**config.mk**
```make
export PLATFORM = sky130hd
export DESIGN_NAME = exec_unit
export DESIGN_NICKNAME = d
export VERILOG_FILES = /design/src/rtl/exec_unit_pkg.sv /design/src/rtl/exec_unit_mul.sv /design/src/rtl/exec_unit.sv
export SDC_FILE = /design/constraint.sdc
export NUM_CORES = 1
export LEC_CHECK = 0
export CAP_MARGIN = 20
export CORE_ASPECT_RATIO = 2
export CORE_UTILIZATION = 40
export DETAILED_ROUTE_END_ITERATION = 12
export GPL_TIMING_DRIVEN = 0
export PLACE_DENSITY = 0.69
export SLEW_MARGIN = 20
export SYNTH_ARGS = -nofsm -noshare
export SYNTH_HDL_FRONTEND = slang
export SYNTH_SLANG_ARGS = --single-unit
```
**constraint.sdc**
```tcl
create_clock -name clk -period 2.1 [get_ports clk]
set_input_delay 0.315 -clock clk [delete_from_list [all_inputs] [get_ports clk]]
set_output_delay 0.315 -clock clk [all_outputs]
set_load 0.02 [all_outputs]
```
**src/rtl/exec_unit_pkg.sv**
```systemverilog
// Shared CPU packages: architectural register layout, exec FSM states and opcode map.
package lib_cpu;
  localparam int REG_W = 4;
  localparam int PC_W  = 4;

  typedef struct packed {
    logic [REG_W-1:0] a;
    logic [REG_W-1:0] b;
    logic [REG_W-1:0] outp;
    logic [PC_W-1:0]  pc;
    logic             carry;
  } REGS;

  typedef enum logic {IDLE, MUL} EXEC_STATE;
endpackage

package lib_operation;
  typedef enum logic [3:0] {
    ADD_A_IMM = 4'b0000,
    MOV_A_B   = 4'b0001,
    IN_A      = 4'b0010,
    MOV_A_IMM = 4'b0011,
    MOV_B_A   = 4'b0100,
    ADD_B_IMM = 4'b0101,
    IN_B      = 4'b0110,
    MOV_B_IMM = 4'b0111,
    MUL_A_B   = 4'b1000,
    OUT_B     = 4'b1001,
    NOP       = 4'b1010,
    OUT_IMM   = 4'b1011,
    JNC_IMM   = 4'b1110,
    JMP_IMM   = 4'b1111
  } OPECODE;
endpackage

```
**src/rtl/exec_unit_mul.sv**
```systemverilog
// WIDTH-cycle unsigned shift-add multiplier; present only when EXEC_UNIT_MUL_EN is defined.
`ifdef EXEC_UNIT_MUL_EN
module exec_mul #(
  parameter int WIDTH = 4
) (
  input  logic               clk,
  input  logic               rst_n,
  input  logic               start,
  input  logic [WIDTH-1:0]   a,
  input  logic [WIDTH-1:0]   b,
  output logic               done,
  output logic [2*WIDTH-1:0] product
);
  localparam int CW = (WIDTH > 1) ? $clog2(WIDTH) : 1;
  localparam logic [CW-1:0] LAST = CW'(WIDTH - 1);

  logic               r_busy;
  logic [CW-1:0]      r_cnt;
  logic [2*WIDTH-1:0] r_mcand;
  logic [WIDTH-1:0]   r_mplier;
  logic [2*WIDTH-1:0] r_acc;
  logic [2*WIDTH-1:0] w_sum;

  // Final step's partial sum is exposed combinationally so the result lands on the last edge.
  assign w_sum   = r_acc + (r_mplier[0] ? r_mcand : '0);
  assign done    = r_busy && (r_cnt == LAST);
  assign product = w_sum;

  always_ff @(posedge clk or negedge rst_n) begin
    if (!rst_n) begin
      r_busy   <= 1'b0;
      r_cnt    <= '0;
      r_mcand  <= '0;
      r_mplier <= '0;
      r_acc    <= '0;
    end else if (start) begin
      r_busy   <= 1'b1;
      r_cnt    <= '0;
      r_mcand  <= {{WIDTH{1'b0}}, a};
      r_mplier <= b;
      r_acc    <= '0;
    end else if (r_busy) begin
      r_acc    <= w_sum;
      r_mcand  <= r_mcand << 1;
      r_mplier <= r_mplier >> 1;
      r_cnt    <= r_cnt + CW'(1);
      if (r_cnt == LAST) r_busy <= 1'b0;
    end
  end
endmodule
`endif

```
**src/rtl/exec_unit.sv**
```systemverilog
// CPU execution unit: owns A, B, OUT, PC, carry; one instruction per valid/ready accept.
// EXEC_UNIT_MUL_EN enables the multi-cycle MUL A,B (opcode 1000); otherwise that opcode is a NOP.
module exec_unit
  import lib_cpu::*;
  import lib_operation::*;
#(
  parameter int WIDTH    = 4,
  parameter int PC_WIDTH = 4
) (
  input  logic                clk,
  input  logic                rst_n,
  input  logic                in_valid,
  output logic                in_ready,
  input  logic [3:0]          opecode,
  input  logic [WIDTH-1:0]    imm,
  input  logic [WIDTH-1:0]    switch,
  output logic [PC_WIDTH-1:0] pc,
  output logic [WIDTH-1:0]    out_port,
  output logic                carry,
  output logic                busy
);
  typedef struct packed {
    logic [WIDTH-1:0]    a;
    logic [WIDTH-1:0]    b;
    logic [WIDTH-1:0]    outp;
    logic [PC_WIDTH-1:0] pc;
    logic                carry;
  } regs_t;

  regs_t               r_regs;
  logic                w_acc;
  logic [PC_WIDTH-1:0] w_pc_inc;
  logic [PC_WIDTH-1:0] w_imm_pc;
  logic [WIDTH:0]      w_add_a;
  logic [WIDTH:0]      w_add_b;

  assign w_acc    = in_valid && in_ready;
  assign w_pc_inc = r_regs.pc + PC_WIDTH'(1);
  assign w_add_a  = {1'b0, r_regs.a} + {1'b0, imm};
  assign w_add_b  = {1'b0, r_regs.b} + {1'b0, imm};

  generate
    if (WIDTH >= PC_WIDTH) begin : g_imm_trunc
      assign w_imm_pc = imm[PC_WIDTH-1:0];
    end else begin : g_imm_zext
      assign w_imm_pc = {{(PC_WIDTH-WIDTH){1'b0}}, imm};
    end
  endgenerate

  assign pc       = r_regs.pc;
  assign out_port = r_regs.outp;
  assign carry    = r_regs.carry;
  assign busy     = ~in_ready;

`ifdef EXEC_UNIT_MUL_EN
  EXEC_STATE          r_state;
  logic               w_mul_done;
  logic [2*WIDTH-1:0] w_prod;

  exec_mul #(.WIDTH(WIDTH)) u_mul (
    .clk     (clk),
    .rst_n   (rst_n),
    .start   (w_acc && (opecode == MUL_A_B)),
    .a       (r_regs.a),
    .b       (r_regs.b),
    .done    (w_mul_done),
    .product (w_prod)
  );

  assign in_ready = (r_state == IDLE);
`else
  assign in_ready = 1'b1;
`endif

  always_ff @(posedge clk or negedge rst_n) begin
    if (!rst_n) begin
      r_regs  <= '0;
`ifdef EXEC_UNIT_MUL_EN
      r_state <= IDLE;
`endif
    end else begin
`ifdef EXEC_UNIT_MUL_EN
      if (r_state == MUL && w_mul_done) begin
        r_regs.a     <= w_prod[WIDTH-1:0];
        r_regs.b     <= w_prod[2*WIDTH-1:WIDTH];
        r_regs.carry <= |w_prod[2*WIDTH-1:WIDTH];
        r_state      <= IDLE;
      end
`endif
      if (w_acc) begin
        r_regs.pc    <= w_pc_inc;
        r_regs.carry <= 1'b0;
        case (opecode)
          ADD_A_IMM: {r_regs.carry, r_regs.a} <= w_add_a;
          MOV_A_B:   r_regs.a <= r_regs.b;
          IN_A:      r_regs.a <= switch;
          MOV_A_IMM: r_regs.a <= imm;
          MOV_B_A:   r_regs.b <= r_regs.a;
          ADD_B_IMM: {r_regs.carry, r_regs.b} <= w_add_b;
          IN_B:      r_regs.b <= switch;
          MOV_B_IMM: r_regs.b <= imm;
          OUT_B:     r_regs.outp <= r_regs.b;
          OUT_IMM:   r_regs.outp <= imm;
          // Carry tested before this instruction's own clear.
          JNC_IMM:   if (!r_regs.carry) r_regs.pc <= w_imm_pc;
          JMP_IMM:   r_regs.pc <= w_imm_pc;
`ifdef EXEC_UNIT_MUL_EN
          MUL_A_B: begin
            r_regs.carry <= r_regs.carry;
            r_state      <= MUL;
          end
`endif
          default: ;
        endcase
      end
    end
  end
endmodule

```
After elaboration in Yosys (flattened, before gate mapping). Index checks and enable logic that the tools add are counted.

Register bits: 17. Output and inout bits: 11. Word-level logic and storage cells: 32.

Add/sub/neg operators: 3. Equal/unequal tests: 11. Multiplexer cells: 6. Reductions and logical operators: 7.

Operators with widths (number): 4-bit case mux with 4 select lines (2); 4-bit by 3-bit == test with 1-bit output, second input constant (4); 4-bit == test, second input constant (4); 4-bit case mux with 2 select lines (2); 4-bit by 4-bit adder with 5-bit output (2); 4-bit by 2-bit == test with 1-bit output, second input constant (2); 4-bit nonzero test (2); 2-bit AND reduction (3); 4-bit by 1-bit adder with 4-bit output, second input constant (1); 4-bit by 1-bit == test with 1-bit output, second input constant (1); 4-bit logical NOT (1); 4-bit two-way mux (1); 1-bit case mux with 2 select lines (1); 2-bit nonzero test (1).

Logic depth before layout (Yosys ltp). Gate-level depths: netlist of run 1.

Depth after elaboration: 3. Mapped depth: 7.

Worst setup path before layout of run 1. Ideal clock, no wire load.

Path type: register to register. Start: register r_regs[9] (netlist bit). End: register, netlist name carry. Library setup time: 0.126 ns. Data arrival time: 1.564 ns. Data required time: 1.974 ns. Setup slack: 0.410 ns. Stages on the path, launching flop included: 7. Cell sequence: dfrtp_1 ha_1 fa_1 a21o_1 a21oi_1 nor2_1 a221o_1.

Word-level cells in the longest chain between the ends: 2.

RTL lines: start: declaration (RTL line exec_unit.sv:30) `regs_t r_regs;`; 4-bit by 4-bit adder with 5-bit output (RTL line exec_unit.sv:40) `assign w_add_b = {1'b0, r_regs.b} + {1'b0, imm};`; 1-bit case mux with 2 select lines (RTL line exec_unit.sv:93) `case (opecode)`.

Every way passes these cells. A chain may end at the register's enable or synchronous reset.

Final worst setup path of run 1.
Start: input imm[1]. End: register, netlist name carry.

Word-level cells in the longest chain between the ends: 2. Elaborated cells between the ends (all ways): 3.

RTL lines: start: declaration (RTL line exec_unit.sv:15) `input logic [WIDTH-1:0] imm,`; 4-bit by 4-bit adder with 5-bit output (on tied branches) (RTL line exec_unit.sv:40, exec_unit.sv:39); 1-bit case mux with 2 select lines * (RTL line exec_unit.sv:93).

Mark *: on every way between the ends. The rest lies on a longest branch, timed or not.

==> results of run 1 <==
[per-stage QoR]
stage | total power [W] | worst slack [ps] | instances
after floorplan | 0.000958 | 410 | 152
final | 0.00143 | 135 | 208
after CTS | 0.00145 | 136 | 208
after global routing | 0.00155 | 60.0 | 208
after global placement | 0.00116 | -284 | 204
after detailed placement | 0.00119 | -310 | 204
[routing by layer]
layer  GRT usage (%)  up-vias  part of all wire [%]
li1                -      568                     -
met1            21.5      529                    40
met2            33.6       23                    55
met5               0        -                     0
met4            8.82        0                   2.2
met3            1.73        6                   2.4
[cells by family (layout without fill, tap and decap cells)]
family	count (synthesis)	in the layout	synth area share, %
buffers and inverters	25	50	10.7
DFF	17	17	31.7
and+or+nand+nor	41	41	14.7
xor gates and xnor gates	4	4	2.61
other	2	2	0.559
adders and majority gates	11	11	11.4
muxes	11	11	9.32
AOI/OAI and AO/OA	41	41	19.0
[sequential cells by signal, summed over array words and instances (netlist names)]
| register | cells |
|---|---|
| pc | 4 |
| out_port | 4 |
| carry | 1 |
| r_regs | 8 |
[synth_stat cells (all sizes together), types with 4 or more instances]
cell type,count,area share [%]
nand2,18,5.0
mux2i,8,6.0
ha,9,8.4
nor2,8,2.2
buf,15,7.9
dfrtp,17,32
a21oi,10,4.6
o21ai,18,6.7
inv,10,2.8
nand2b,4,2.4
[cells in the final DEF, fill, tap and decap left out, types with 2 or more instances in the layout]
cell             count
nor2_1               8
clkdlybuf4s50_1     20
ha_1                 9
xor2_1               2
xnor2_1              2
clkbuf_8             3
buf_2                4
buf_4               10
nand2b_1             3
a21oi_1              9
o221ai_1             2
a22oi_1              3
mux2i_1              8
fa_1                 2
nand2_1             18
nand3_1              3
o21ai_1              6
a21o_1               3
dfrtp_1             17
inv_1                9
o21ai_0             12
conb_1               2
nor3_1               2
mux2_2               2
[power by group through the flow]
| stage | combinational, W | clock [W] | sequential, W |
|---|---|---|---|
| global placement | 0.000654 | 0 | 0.000508 |
| finish | 0.000674 | 0.000248 | 0.000511 |
| CTS | 0.000681 | 0.000259 | 0.000509 |
| detailed placement | 0.000678 | 0 | 0.000516 |
| floorplan | 0.000465 | 0 | 0.000493 |
| global route | 0.000745 | 0.000276 | 0.000527 |
[final timing paths]
kind | from | end | slack [ps] | cells past startpoint
setup reg to reg | r_regs[9]$_DFFE_PN0P_ | carry$_DFFE_PN0P_ | 250 | 6
hold reg to reg | out_port[1]$_DFFE_PN0P_ | out_port[1]$_DFFE_PN0P_ | 480 | 2
hold / removal | out_port[1]$_DFFE_PN0P_ | out_port[1]$_DFFE_PN0P_ | 480 | 2
setup / recovery | imm[1] | carry$_DFFE_PN0P_ | 130 | 6
max in group asynchronous | rst_n | out_port[3]$_DFFE_PN0P_ | 1050 | 1
min in group asynchronous | rst_n | r_regs[11]$_DFFE_PN0P_ | 540 | 1
[worst max-delay path, cell delays in order]
cell and delay, ps:
clkdlybuf4s50_1 580, fa_1 530, a21o_1 220, a21oi_1 140
nor2_1 50, a221o_1 260
[final cells by class]
class,instances,area (um2),share of cell area (%)
tap,31,38.8,2.37
buffer,15,106,6.50
inverter,10,37.5,2.30
clock buffer,4,45.0,2.75
multi-input combinational,110,773,47.3
sequential,17,425,26.0
timing repair buffer,21,209,12.8
[what timing repair did]
item / in CTS / in global routing
resized for setup: 1 / 0
setup endpoints to repair: 1 / 0
buffers inserted: 0 / 0
hold buffers: 0 / 0
==> run_results.csv, run 1 <==
group,metric,value,unit
floorplan,initial_core_util,42.0,%
worst_setup_path,start_kind,"input port",
status,status,"finished, final reports clean",
worst_setup_path,critPathKind,"input port to flip-flop",
drt,routedWlPerCell,14.9,um
logic_synthesis,syn_inst,152,
power,switchingPower,0.000520,W
global_route,gr-total-overflow,0,
placement,hpwl,2470,um
drt,first_pass_iters,4,
layout,area_growth,21.8,%
job,drv_cap,0,
floorplan,io_pins,26,
placement,io_buffer_count,21,
clock_network,clock_latency,250,ps
drt,drc,0,
timing,period_needed,1970,ps
logic_synthesis,yosysWarnings,0,
clock_network,h-tree-depth,1,
worst_setup_path,cp_max_fo,7,
drt,drt_iter0_markers,18,
power,vdd_ir_drop_max,0.000389,V
power,clockPowerShare,17.3,%
clock_network,cts.sinks,17,
timing,clock_skew,3.31,ps
clock_network,cts-root-buf,"clkbuf_8",
power,power.density,876,nW/um2
logic_synthesis,synth.distinct_cells,38,
placement,place_area,1590,um2
drt,drt-total-wl,3090,um
hold_path,hold_class,"flip-flop to flip-flop",
drt,vias,1126,
floorplan,dieArea,3610,um2
timing,max_slew_margin,44.6,%
power,power.leakage,0.764,nW
timing,tightest_slew,828,ps
timing,grt_setup_unrepaired,"no",
global_route,grt_pass1_wl,5250,um
worst_setup_path,cp.arrival,2100,ps
timing,min_period_over_period,93.6,%
layout,diodes,0,
layout,design_area,1640,um2
floorplan,rows,29,
power,pwr-share-seq,35.7,%
layout,drive_gt1_share,13.6,%
floorplan,die_x,43.0,um
logic_synthesis,ys_seq_area_share,31.7,%
layout,layout.nets,204,
timing,final_hold_viol_count,0,
power,switching_share,36.3,%
timing,timing.fmax,509,MHz
global_route,grt_max_degree,18,
timing,whs,485,ps
worst_setup_path,endpoint_kind,"flip-flop",
timing,finalSetupTns,0,ps
drt,ant_nets,0,
global_route,antenna_found_initial,0,
global_route,grt_pass1_vias,1144,
logic_synthesis,synth_flop_cell,"dfrtp_1",
layout,post-route-util,51.2,%
clock_network,clk_path_buf_depth,2,
logic_synthesis,synth_edf_count,0,
timing,report.final.slew_viol_count,0,
floorplan,core,3190,um2
clock_network,cts_tree,"built",
floorplan,die_y,83.9,um
power,comb_power_share,47.0,%
logic_synthesis,synth_area,1340,um2
worst_setup_path,critPathRequiredTime,2240,ps
logic_synthesis,synth.avg_cell_area,8.83,um2
placement,gp_congestion,0.923,
drt,via_per_inst,5.41,
logic_synthesis,synthArstFlopShare,100,%
clock_network,clkTransAtPathRegs,70,ps
logic_synthesis,yosys_register_bits,17,
clock_network,cts_made_buffers,3,
logic_synthesis,syn-num-nets,178,
global_route,grt_use_total,18.8,%
power,p_int,0.000913,W
layout,nFillCells,312,
timing,setup_violations,0,
(Power assumes the default switching activity.)
==> run 2: changes to the inputs <==
CORE_ASPECT_RATIO = 0.5   (was 2)
==> run_results.csv, run 2 (synthesized netlist as in run 1, its figures left out) <==
group,metric,value,unit
worst_setup_path,path_buf_inv,1,
job,drv_cap,0,
hold_path,hold_class,"input port to flip-flop",
power,clockPowerShare,17.5,%
drt,drt-total-wl,2790,um
power,pwr-share-seq,35.9,%
floorplan,initial_core_util,43.3,%
clock_network,cts_made_buffers,3,
drt,drt_iter0_markers,72,
timing,min_period_over_period,94.3,%
worst_setup_path,reg2regPathDepth,6,
power,comb_power_share,46.5,%
worst_setup_path,path_depth,6,
worst_setup_path,r2r_slack,240,ps
timing,report.final.slew_viol_count,0,
floorplan,core,3100,um2
timing,setup_violations,0,
power,switchingPower,0.000503,W
worst_setup_path,regToRegEndpoint,"carry$_DFFE_PN0P_",
clock_network,cts.sinks,17,
timing,timing.fmax,505,MHz
global_route,grt_pass1_wl,4700,um
layout,final_common_cell,"clkdlybuf4s50_1",
floorplan,die_y,43.0,um
layout,diodes,0,
global_route,grt_pass1_vias,1036,
worst_setup_path,critPathRequiredTime,2240,ps
power,vdd_ir_drop_max,0.000436,V
worst_setup_path,worstReg2RegStart,"r_regs[9]$_DFFE_PN0P_",
worst_setup_path,path_delay_family,"compound AO/OA/AOI/OAI gates",
worst_setup_path,critPathMaxStageDelay,580,ps
power,switching_share,35.6,%
clock_network,clk_path_buf_depth,2,
drt,via_per_inst,5.17,
global_route,grt_use_total,17.0,%
floorplan,die_x,83.9,um
placement,hpwl,2240,um
drt,ant_nets,0,
power,power.density,859,nW/um2
timing,period_needed,1980,ps
timing,max_slew_margin,45.9,%
worst_setup_path,critPathKind,"input port to flip-flop",
timing,final_hold_viol_count,0,
timing,tightest_slew,809,ps
layout,design_area,1650,um2
global_route,antenna_found_initial,0,
layout,final_cells,217,
placement,io_buffer_count,21,
layout,regMostFlops,"r_regs",
layout,largest_reg_flops,8,
worst_setup_path,crit_end,"carry$_DFFE_PN0P_",
floorplan,dieArea,3610,um2
worst_setup_path,cp.arrival,2120,ps
timing,layout_setup_ws,120,ps
floorplan,io_pins,26,
layout,layout.nets,204,
floorplan,rows,14,
worst_setup_path,start_kind,"input port",
drt,routedWlPerCell,12.8,um
placement,gp_congestion,0.901,
clock_network,cts-root-buf,"clkbuf_8",
power,p_int,0.000911,W
status,status,"finished with violations",
worst_setup_path,cp_slowest_cell,"clkdlybuf4s50_1",
status,violations,"DRC",
placement,place_inst,213,
clock_network,clock_latency,250,ps
worst_setup_path,startpoint,"imm[1]",
global_route,gr-total-overflow,0,
layout,layout_common_cells,"20 x clkdlybuf4s50_1, 18 x nand2_1, 17 x dfrtp_1",
layout,drive_gt1_share,13.6,%
clock_network,clkTransAtPathRegs,60,ps
global_route,grt_max_degree,18,
power,power.leakage,0.764,nW
drt,drc,4,
placement,dp_slack,-296,ps
worst_setup_path,cp_max_fo,7,
worst_setup_path,crit_chain,"clkdlybuf4s50_1, fa_1, a21o_1, a21oi_1, nor2_1, a221o_1",
timing,whs,478,ps
worst_setup_path,endpoint_kind,"flip-flop",
clock_network,h-tree-depth,1,
clock_network,cts_tree,"built",
drt,first_pass_iters,8,
timing,grt_setup_unrepaired,"no",
placement,place_area,1600,um2
layout,area_growth,22.6,%
timing,finalSetupTns,0,ps
drt,vias,1122,
timing,clock_skew,3.39,ps
[run 2: cell counts in the layout (fill, tap and decap cells not counted)]
Identical to the previous run, type by type.
[run 2: routing by layer]
layer | routed length (um) | track usage, % | part of all wire, % | vias to the layer above
li1 | - | - | - | 566
met1 | 1460 | 23.7 | 52 | 521
met2 | 1160 | 26.1 | 42 | 29
met3 | 134 | 5.06 | 4.8 | 6
met4 | 31 | 4.14 | 1.1 | 0
met5 | 0 | 0 | 0 | -
[run 2: cell type report]
type                            count  area (um2)
Sequential cell                    17         425
Buffer                             15         106
Clock buffer                        4        45.0
Tap cell                           40        50.0
Fill cell                         294        1450
Timing Repair Buffer               21         209
Inverter                           10        37.5
Multi-Input combinational cell    110         773
[run 2: worst register-to-register path, stage by stage, from the launching register on]
cell and delay [ps]:
dfrtp_1 410, ha_1 230, fa_1 410, a21o_1 190, a21oi_1 160, nor2_1 70, a221o_1 270
[run 2: power groups by stage]
| stage | registers (W) | clock network, W | logic [W] |
|---|---|---|---|
| after floorplan | 0.000493 | 0 | 0.000465 |
| after CTS | 0.000507 | 0.000256 | 0.000666 |
| after detailed placement | 0.000513 | 0 | 0.000662 |
| after global routing | 0.000522 | 0.000269 | 0.000726 |
| after global placement | 0.000510 | 0 | 0.000645 |
| final | 0.000508 | 0.000248 | 0.000658 |
[run 2: worst min-delay path by stage]
stage | startpoint | endpoint | slack [ps] | depth (start not counted)
after floorplan | rst_n | carry$_DFFE_PN0P_ | 20 | 0
after global placement | out_port[2]$_DFFE_PN0P_ | out_port[2]$_DFFE_PN0P_ | 460 | 2
after detailed placement | out_port[2]$_DFFE_PN0P_ | out_port[2]$_DFFE_PN0P_ | 480 | 2
after CTS | opecode[0] | r_regs[12]$_DFFE_PN0P_ | 470 | 4
after global routing | opecode[0] | r_regs[12]$_DFFE_PN0P_ | 490 | 4
final | opecode[0] | r_regs[12]$_DFFE_PN0P_ | 480 | 4
[run 2: metrics by stage]
stage / util [%] / power, W
floorplan: - / 0.000958
global placement: 51.7 / 0.00116
detailed placement: 51.7 / 0.00117
CTS: 53.1 / 0.00143
global route: 53.1 / 0.00152
finish: 53.1 / 0.00141
[run 2: timing repair]
| item | in CTS | in global routing |
|---|---|---|
| setup endpoints to repair | 1 | 0 |
| hold buffers | 0 | 0 |
| resized for setup | 1 | 0 |
| endpoints found under the hold margin | 0 | 0 |
| buffers inserted | 0 | 0 |
